File: src/rtl/pc_sequencer.sv
// ============================================================================
// Module   : pc_sequencer
// Brief    : Fetch-stage program counter with RUN/HALT control and a circular
//            return-address stack for call/return.
// Revision : 1.0
// ============================================================================
`default_nettype none

module pc_sequencer #(
   parameter int                ADDR_W    = 32,
   parameter logic [ADDR_W-1:0] RESET_PC  = '0,
   parameter int                RAS_DEPTH = 4
) (
   input  logic              clk,
   input  logic              rst,
   input  logic              stall_i,
   input  logic [1:0]        pc_inc_i,
   input  logic [ADDR_W-1:0] abs_addr_i,
   input  logic [ADDR_W-1:0] branch_off_i,
   input  logic              push_ra_i,
   input  logic              pop_ra_i,
   input  logic              resume_i,
   output logic [ADDR_W-1:0] pc_o,
   output logic              halted_o,
   output logic              ras_empty_o,
   output logic              ras_full_o,
   output logic [1:0]        ras_err_o
);

   localparam int               PTR_W    = $clog2(RAS_DEPTH);
   localparam int               CNT_W    = PTR_W + 1;
   localparam logic [CNT_W-1:0] FULL_CNT = CNT_W'(RAS_DEPTH);

   localparam logic [1:0] INC_SEQ    = 2'b00;
   localparam logic [1:0] INC_BRANCH = 2'b01;
   localparam logic [1:0] INC_JUMP   = 2'b10;
   localparam logic [1:0] INC_HALT   = 2'b11;

   typedef enum logic [0:0] {
      S_RUN  = 1'b0,
      S_HALT = 1'b1
   } state_t;

   state_t            state_q, state_d;
   logic [ADDR_W-1:0] pc_q, pc_d;
   logic [ADDR_W-1:0] ras_q [RAS_DEPTH];
   logic [ADDR_W-1:0] ras_d [RAS_DEPTH];
   logic [PTR_W-1:0]  ptr_q, ptr_d;
   logic [CNT_W-1:0]  cnt_q, cnt_d;
   logic [1:0]        err_q, err_d;

   logic [ADDR_W-1:0] pc_plus1;
   logic [PTR_W-1:0]  ptr_inc;
   logic              ras_empty;
   logic              ras_full;

   assign pc_plus1  = pc_q + ADDR_W'(1);
   assign ptr_inc   = ptr_q + PTR_W'(1);
   assign ras_empty = (cnt_q == '0);
   assign ras_full  = (cnt_q == FULL_CNT);

   // ptr_q always names the top slot; the slot after it is the oldest entry
   // once the stack is full, so a push there overwrites it circularly.
   always_comb begin
      state_d = state_q;
      pc_d    = pc_q;
      ras_d   = ras_q;
      ptr_d   = ptr_q;
      cnt_d   = cnt_q;
      err_d   = err_q;

      if (!stall_i) begin
         case (state_q)
            S_RUN: begin
               if (pc_inc_i == INC_HALT) begin
                  state_d = S_HALT;
               end else begin
                  if (pop_ra_i && !ras_empty) begin
                     pc_d = ras_q[ptr_q];
                  end else if (pop_ra_i) begin
                     pc_d     = pc_plus1;
                     err_d[0] = 1'b1;
                  end else begin
                     case (pc_inc_i)
                        INC_JUMP:   pc_d = abs_addr_i;
                        INC_BRANCH: pc_d = pc_plus1 + branch_off_i;
                        INC_SEQ:    pc_d = pc_plus1;
                        default:    pc_d = pc_plus1;
                     endcase
                  end

                  if (pop_ra_i && push_ra_i && !ras_empty) begin
                     ras_d[ptr_q] = pc_plus1;
                  end else if (pop_ra_i && !ras_empty) begin
                     ptr_d = ptr_q - PTR_W'(1);
                     cnt_d = cnt_q - CNT_W'(1);
                  end else if (push_ra_i) begin
                     ptr_d          = ptr_inc;
                     ras_d[ptr_inc] = pc_plus1;
                     if (ras_full) begin
                        err_d[1] = 1'b1;
                     end else begin
                        cnt_d = cnt_q + CNT_W'(1);
                     end
                  end
               end
            end
            S_HALT: begin
               if (resume_i) begin
                  state_d = S_RUN;
               end
            end
            default: begin
               state_d = S_RUN;
            end
         endcase
      end
   end

   always_ff @(posedge clk) begin
      if (rst) begin
         state_q <= S_RUN;
         pc_q    <= RESET_PC;
         ptr_q   <= '0;
         cnt_q   <= '0;
         err_q   <= '0;
         for (int i = 0; i < RAS_DEPTH; i++) begin
            ras_q[i] <= '0;
         end
      end else begin
         state_q <= state_d;
         pc_q    <= pc_d;
         ptr_q   <= ptr_d;
         cnt_q   <= cnt_d;
         err_q   <= err_d;
         ras_q   <= ras_d;
      end
   end

   assign pc_o        = pc_q;
   assign halted_o    = (state_q == S_HALT);
   assign ras_empty_o = ras_empty;
   assign ras_full_o  = ras_full;
   assign ras_err_o   = err_q;

endmodule

`default_nettype wire

File: config.mk
export PLATFORM = sky130hd
export DESIGN_NAME = pc_sequencer
export DESIGN_NICKNAME = d
export VERILOG_FILES = /design/src/rtl/pc_sequencer.sv
export SDC_FILE = /design/constraint.sdc
export NUM_CORES = 1
export LEC_CHECK = 0
export CORE_AREA = 2 2 158 160
export CTS_CLUSTER_SIZE = 14
export DETAILED_ROUTE_END_ITERATION = 8
export DIE_AREA = 0 0 160 162
export HOLD_SLACK_MARGIN = 0.02
export PLACE_DENSITY = 0.62
export SYNTH_ARGS = -nofsm -noshare
export SYNTH_HDL_FRONTEND = slang
export SYNTH_SLANG_ARGS = --single-unit
File: constraint.sdc
create_clock -name clk -period 5.1 [get_ports clk]
set_input_delay 1.02 -clock clk [delete_from_list [all_inputs] [get_ports clk]]
set_output_delay 1.02 -clock clk [all_outputs]
set_load 0.005 [all_outputs]
### After elaboration in Yosys (flattened, before gate mapping)

Cells that the tools add are included.

| operators by class | value |
|---|---|
| $lt $le $gt $ge | 4 |
| muxes and demuxes | 23 |
| bitwise logic cells | 7 |
| reduce and logical (&&, ||, !) cells | 15 |
| equality and inequality tests | 6 |
| $add $sub $neg | 6 |

Operators by type and width:

| operator | number |
|---|---|
| two-way mux 128 bit | 3 |
| bitwise mux 128 bit | 2 |
| two-way mux 32 bit | 6 |
| demux 32 bit (select 2 bit) | 2 |
| binary-select mux 32 bit (select 2 bit) | 1 |
| one-hot mux 32 bit (2 select lines) | 1 |
| adder 32 x 1 -> 32 bit, second input constant | 1 |
| adder 32 bit | 1 |
| AND reduction 5 bit | 3 |
| two-way mux 3 bit | 3 |
| AND reduction 7 bit | 1 |
| greater-or-equal comparator 3 bit, second input constant | 2 |
| less-than comparator 3 x 1 -> 1 bit, second input constant | 2 |
| NOT 2 -> 3 bit | 2 |
| AND reduction 6 bit | 1 |
| logical AND 1 bit | 5 |
| NOT 1 bit | 5 |
| equality test 2 bit, second input constant | 2 |
| two-way mux 2 bit | 2 |
| nonzero test 2 bit | 2 |
| adder 3 x 1 -> 3 bit, second input constant | 1 |
| equality test 3 bit, second input constant | 1 |
| zero test 3 bit | 1 |
| AND reduction 3 bit | 1 |
| other kinds (9) | 10 |

| storage, ports and cells | value |
|---|---|
| word-level logic and storage cells | 71 |
| register bits after elaboration | 168 |

### Depth between registers and ports, before layout

| depth | value |
|---|---|
| word-level depth | 10 |
| depth in mapped cells | 19 |
| mapped depth without buffers | 19 |

### Worst setup path after synthesis

No wires, ideal clock.

| path | value |
|---|---|
| path type | flip-flop to flip-flop |
| from | register pc_q[0], in the netlist pc_o[0] |
| to | register pc_q[31], in the netlist pc_o[31] |
| required time | 5031 ps |
| data arrival time | 3677 ps |
| setup time | 69 ps |
| slack | 1354 ps |
| cell stages (with the launch flop) | 19 |
| path through | dfxtp_1 ha_1 nand3_1 nor3_1 nand2b_1 nor2_1 xnor2_1 inv_1 ha_1 clkbuf_1 nand2_1 nor4_1 nor3b_1 o21bai_1 a21boi_1 o22ai_1 xnor2_1 mux2_1 o21ai_1 |

| between the ends | value |
|---|---|
| word-level cells in the longest chain between the ends | 5 |

Ends and longest elaborated chain:

| element | RTL line | RTL |
|---|---|---|
| start: declaration | 45 | `logic [ADDR_W-1:0] pc_q, pc_d;` |
| start signal: assignment | 132 | `pc_q <= pc_d;` |
| adder 32 x 1 -> 32 bit (*) | 57 | `assign pc_plus1 = pc_q + ADDR_W'(1);` |
| adder 32 bit | 86 | `INC_BRANCH: pc_d = pc_plus1 + branch_off_i;` |
| one-hot mux 32 bit (2 select lines) | 84 | `case (pc_inc_i)` |
| two-way mux 32 bit (*) | 80 | `end else if (pop_ra_i) begin` |
| two-way mux 32 bit (*) | 78 | `if (pop_ra_i && !ras_empty) begin` |

Mark *: on every way between the ends. The rest lies on a longest branch, timed or not.
A chain may end at the register's enable or synchronous reset.

### Worst setup path after layout

Ends and elaborated chain as after synthesis.

==> impl_metrics.env <==
export IMPL_status="finished clean"
export IMPL_synth_nets=1260
export IMPL_vias=8790
export IMPL_ant_nets=0
export IMPL_syn_inst=1141
export IMPL_power_share_combinational_pct=24.4
export IMPL_drc_errors=0
export IMPL_grt_pass1_wl_um=47200
export IMPL_setup_tns_ps=0
export IMPL_required_ps=5470
export IMPL_die_width_um=160
export IMPL_layout_commonest_cell="nor2_1"
export IMPL_powerDensity_mw_per_mm2=308
export IMPL_criticalPathCategory="reg2reg"
export IMPL_synth_area_sq_mm=0.00977
export IMPL_post_synth_cell_area_avg_sq_um=8.56
export IMPL_yosys_top_cells_area="dfxtp_1 (34%), a211oi_1 (12%), nor2_1 (7.5%), mux4_2 (7.4%), ha_1 (5.8%)"
export IMPL_wl_per_cell_um=19.2
export IMPL_final_cells=1548
export IMPL_finalSetupViolCount=0
export IMPL_die_h_um=162
export IMPL_start_util_pct=40.5
export IMPL_postCtsHoldBufs=0
export IMPL_yosysWarnings=0
export IMPL_global_route_usage_met3_pct=3.83
export IMPL_grt_max_degree=98
export IMPL_endpoint_kind="flip-flop"
export IMPL_row_count=57
export IMPL_layout_nets=1330
export IMPL_ys_flop_type="dfxtp_1"
export IMPL_grt_use_met2_pct=33.8
export IMPL_grtUsageMet1_pct=34.8
export IMPL_synth_area_leader_cell="dfxtp_1"
export IMPL_gr_total_overflow=0
export IMPL_cts_max_path_buffers=2
export IMPL_irDropWorstVdd_uv=222
export IMPL_power_leakage_uw=0.00421
export IMPL_synth_edf_count=0
export IMPL_drive_gt1_share_pct=9.31
export IMPL_finalMaxSlewViolations=0
export IMPL_io_buffers=108
export IMPL_hpwl_um=21200
export IMPL_internal_power_uw=2470
export IMPL_coreArea_sq_mm=0.0241
export IMPL_synthArstFlopShare_pct=0
export IMPL_p_sw_share_pct=32.2
export IMPL_p_seq_share_pct=39.8
export IMPL_numCtsBuffers=17
export IMPL_clock_skew_ps=12.9
export IMPL_tightest_slew_ps=1040
export IMPL_fin_crit_sh_pct=85.6
export IMPL_max_freq_mhz=229
export IMPL_synth_top_cell_area_share_pct=34.4
export IMPL_clkTransAtPathRegs_ps=70
export IMPL_synth_seq_cells=168
export IMPL_cts_setup_buffers=0
export IMPL_ys_types=60
export IMPL_cts_resized=0
export IMPL_dieArea_sq_mm=0.0259
export IMPL_clock_latency_ps=440
export IMPL_io_pins=109
export IMPL_final_area_sq_mm=0.0118
export IMPL_via_per_inst=5.68
export IMPL_finalWeightedCongestion=0.953
export IMPL_hold_viol=0
export IMPL_arrival_ps=4740
export IMPL_clockPowerShare_pct=35.8
export IMPL_rsz0062_at_grt="false"
export IMPL_groute_usage_overall_pct=23.0
export IMPL_clock_sinks=168
export IMPL_worst_hold_path_type="reg2reg"
export IMPL_drtIter0Drc=756
export IMPL_top_usage_layer="met1"
export IMPL_period_needed_ps=4360
export IMPL_tritoncts="built"
export IMPL_fin_util_pct=49.1
export IMPL_htreeDepth=4
export IMPL_diodes=0
export IMPL_area_growth_pct=21.1
export IMPL_synth_seq_area_share_pct=34.4
export IMPL_root_buffer="clkbuf_16"
export IMPL_grt_pass1_vias=8346
export IMPL_p_switching_uw=1170
export IMPL_dr_pass1_iters=5
export IMPL_maxCapViolations=0
export IMPL_critPathMaxFanout=8
export IMPL_place_inst=1516
export IMPL_antenna_found_initial=0
export IMPL_mostFrequentLayoutCells="nor2_1 (195), dfxtp_1 (167), a211oi_1 (162)"
export IMPL_startpoint_type="flip-flop"
export IMPL_relSlewSlack_pct=31.0
export IMPL_wirelength_um=29800
export IMPL_placed_cell_area_sq_mm=0.0112
## cells in the mapped netlist (all sizes together) (19+ instances only)
master	count
nand3	20
dfxtp	168
nand2	58
ha	45
a221oi	19
o21ai	38
a211oi	164
nor3	30
xnor2	37
xor2	23
nor2	197
a21oi	51
mux4	32
inv	49
clkbuf	75
## power by group through the flow
stage	clock network [uW]	logic, uW	registers [uW]
detailed placement	0	877	1480
global placement	0	881	1480
floorplan	0	573	1460
finish	1300	890	1450
global route	1390	973	1460
CTS	1330	883	1450
## sequential cells by signal (all words and copies together), names as in the netlist
signal,flops
pc_o,32
ras_q,128
ptr_q,2
ras_err_o,2
halted_o,1
cnt_q,3
## worst max-delay path, stage by stage, from the launching register on
cell,delay [ps]
dfxtp_1,470
ha_1,230
nand3_1,150
nor3_1,310
nand2b_1,210
nor2_1,180
and3_1,190
xnor2_1,250
inv_1,130
ha_1,420
nand3_1,160
nor4_1,270
nor3b_1,330
o21bai_1,130
a21boi_1,130
o22ai_1,110
xnor2_1,170
mux2_1,330
o21ai_1,120
## final timing paths
| kind | end | from | slack (ps) | cells past startpoint |
|---|---|---|---|---|
| setup / recovery | pc_o[31] | pc_o[0] | 740 | 18 |
| hold / removal | ras_err_o[1] | ras_err_o[1] | 480 | 2 |
| setup reg to reg | pc_o[31] | pc_o[0] | 740 | 18 |
| hold reg to reg | ras_err_o[1] | ras_err_o[1] | 480 | 2 |
## metal layers
metal	vias to the layer above	share of wire [%]	wire length [um]
met4	0	1.3	376
met2	303	42	12500
met1	4151	50	14800
met3	26	6.9	2050
met5	-	0	0
li1	4310	-	-
## cells by family (layout without fill, tap and decap cells)
group	Yosys count	after routing	share of synthesized area [%]
adder cells (fa/ha/maj)	47	47	6.18
multiplexers	43	43	8.53
AND/OR/NAND/NOR	348	348	15.4
flip-flops	168	168	34.4
XOR/XNOR	60	60	5.38
AO/OA/AOI/OAI	343	343	25.0
buffers and inverters	132	215	5.11
## area by class of cell
| class | count | area, sq um |
|---|---|---|
| Sequential cell | 168 | 3360 |
| Clock inverter | 14 | 163 |
| Multi-Input combinational cell | 841 | 5950 |
| Fill cell | 2372 | 12300 |
| Timing Repair Buffer | 134 | 1320 |
| Inverter | 49 | 184 |
| Tap cell | 324 | 405 |
| Clock buffer | 18 | 439 |
## stage by stage
stage	hold WS (ps)	total power (uW)	worst slack (ps)
2_1_floorplan	455	2030	1350
6_report	477	3640	737
3_5_place_dp	460	2360	728
5_1_grt	511	3820	271
3_3_place_gp	449	2360	897
4_1_cts	478	3660	713
No activity file was read; power rests on OpenSTA's default activity.
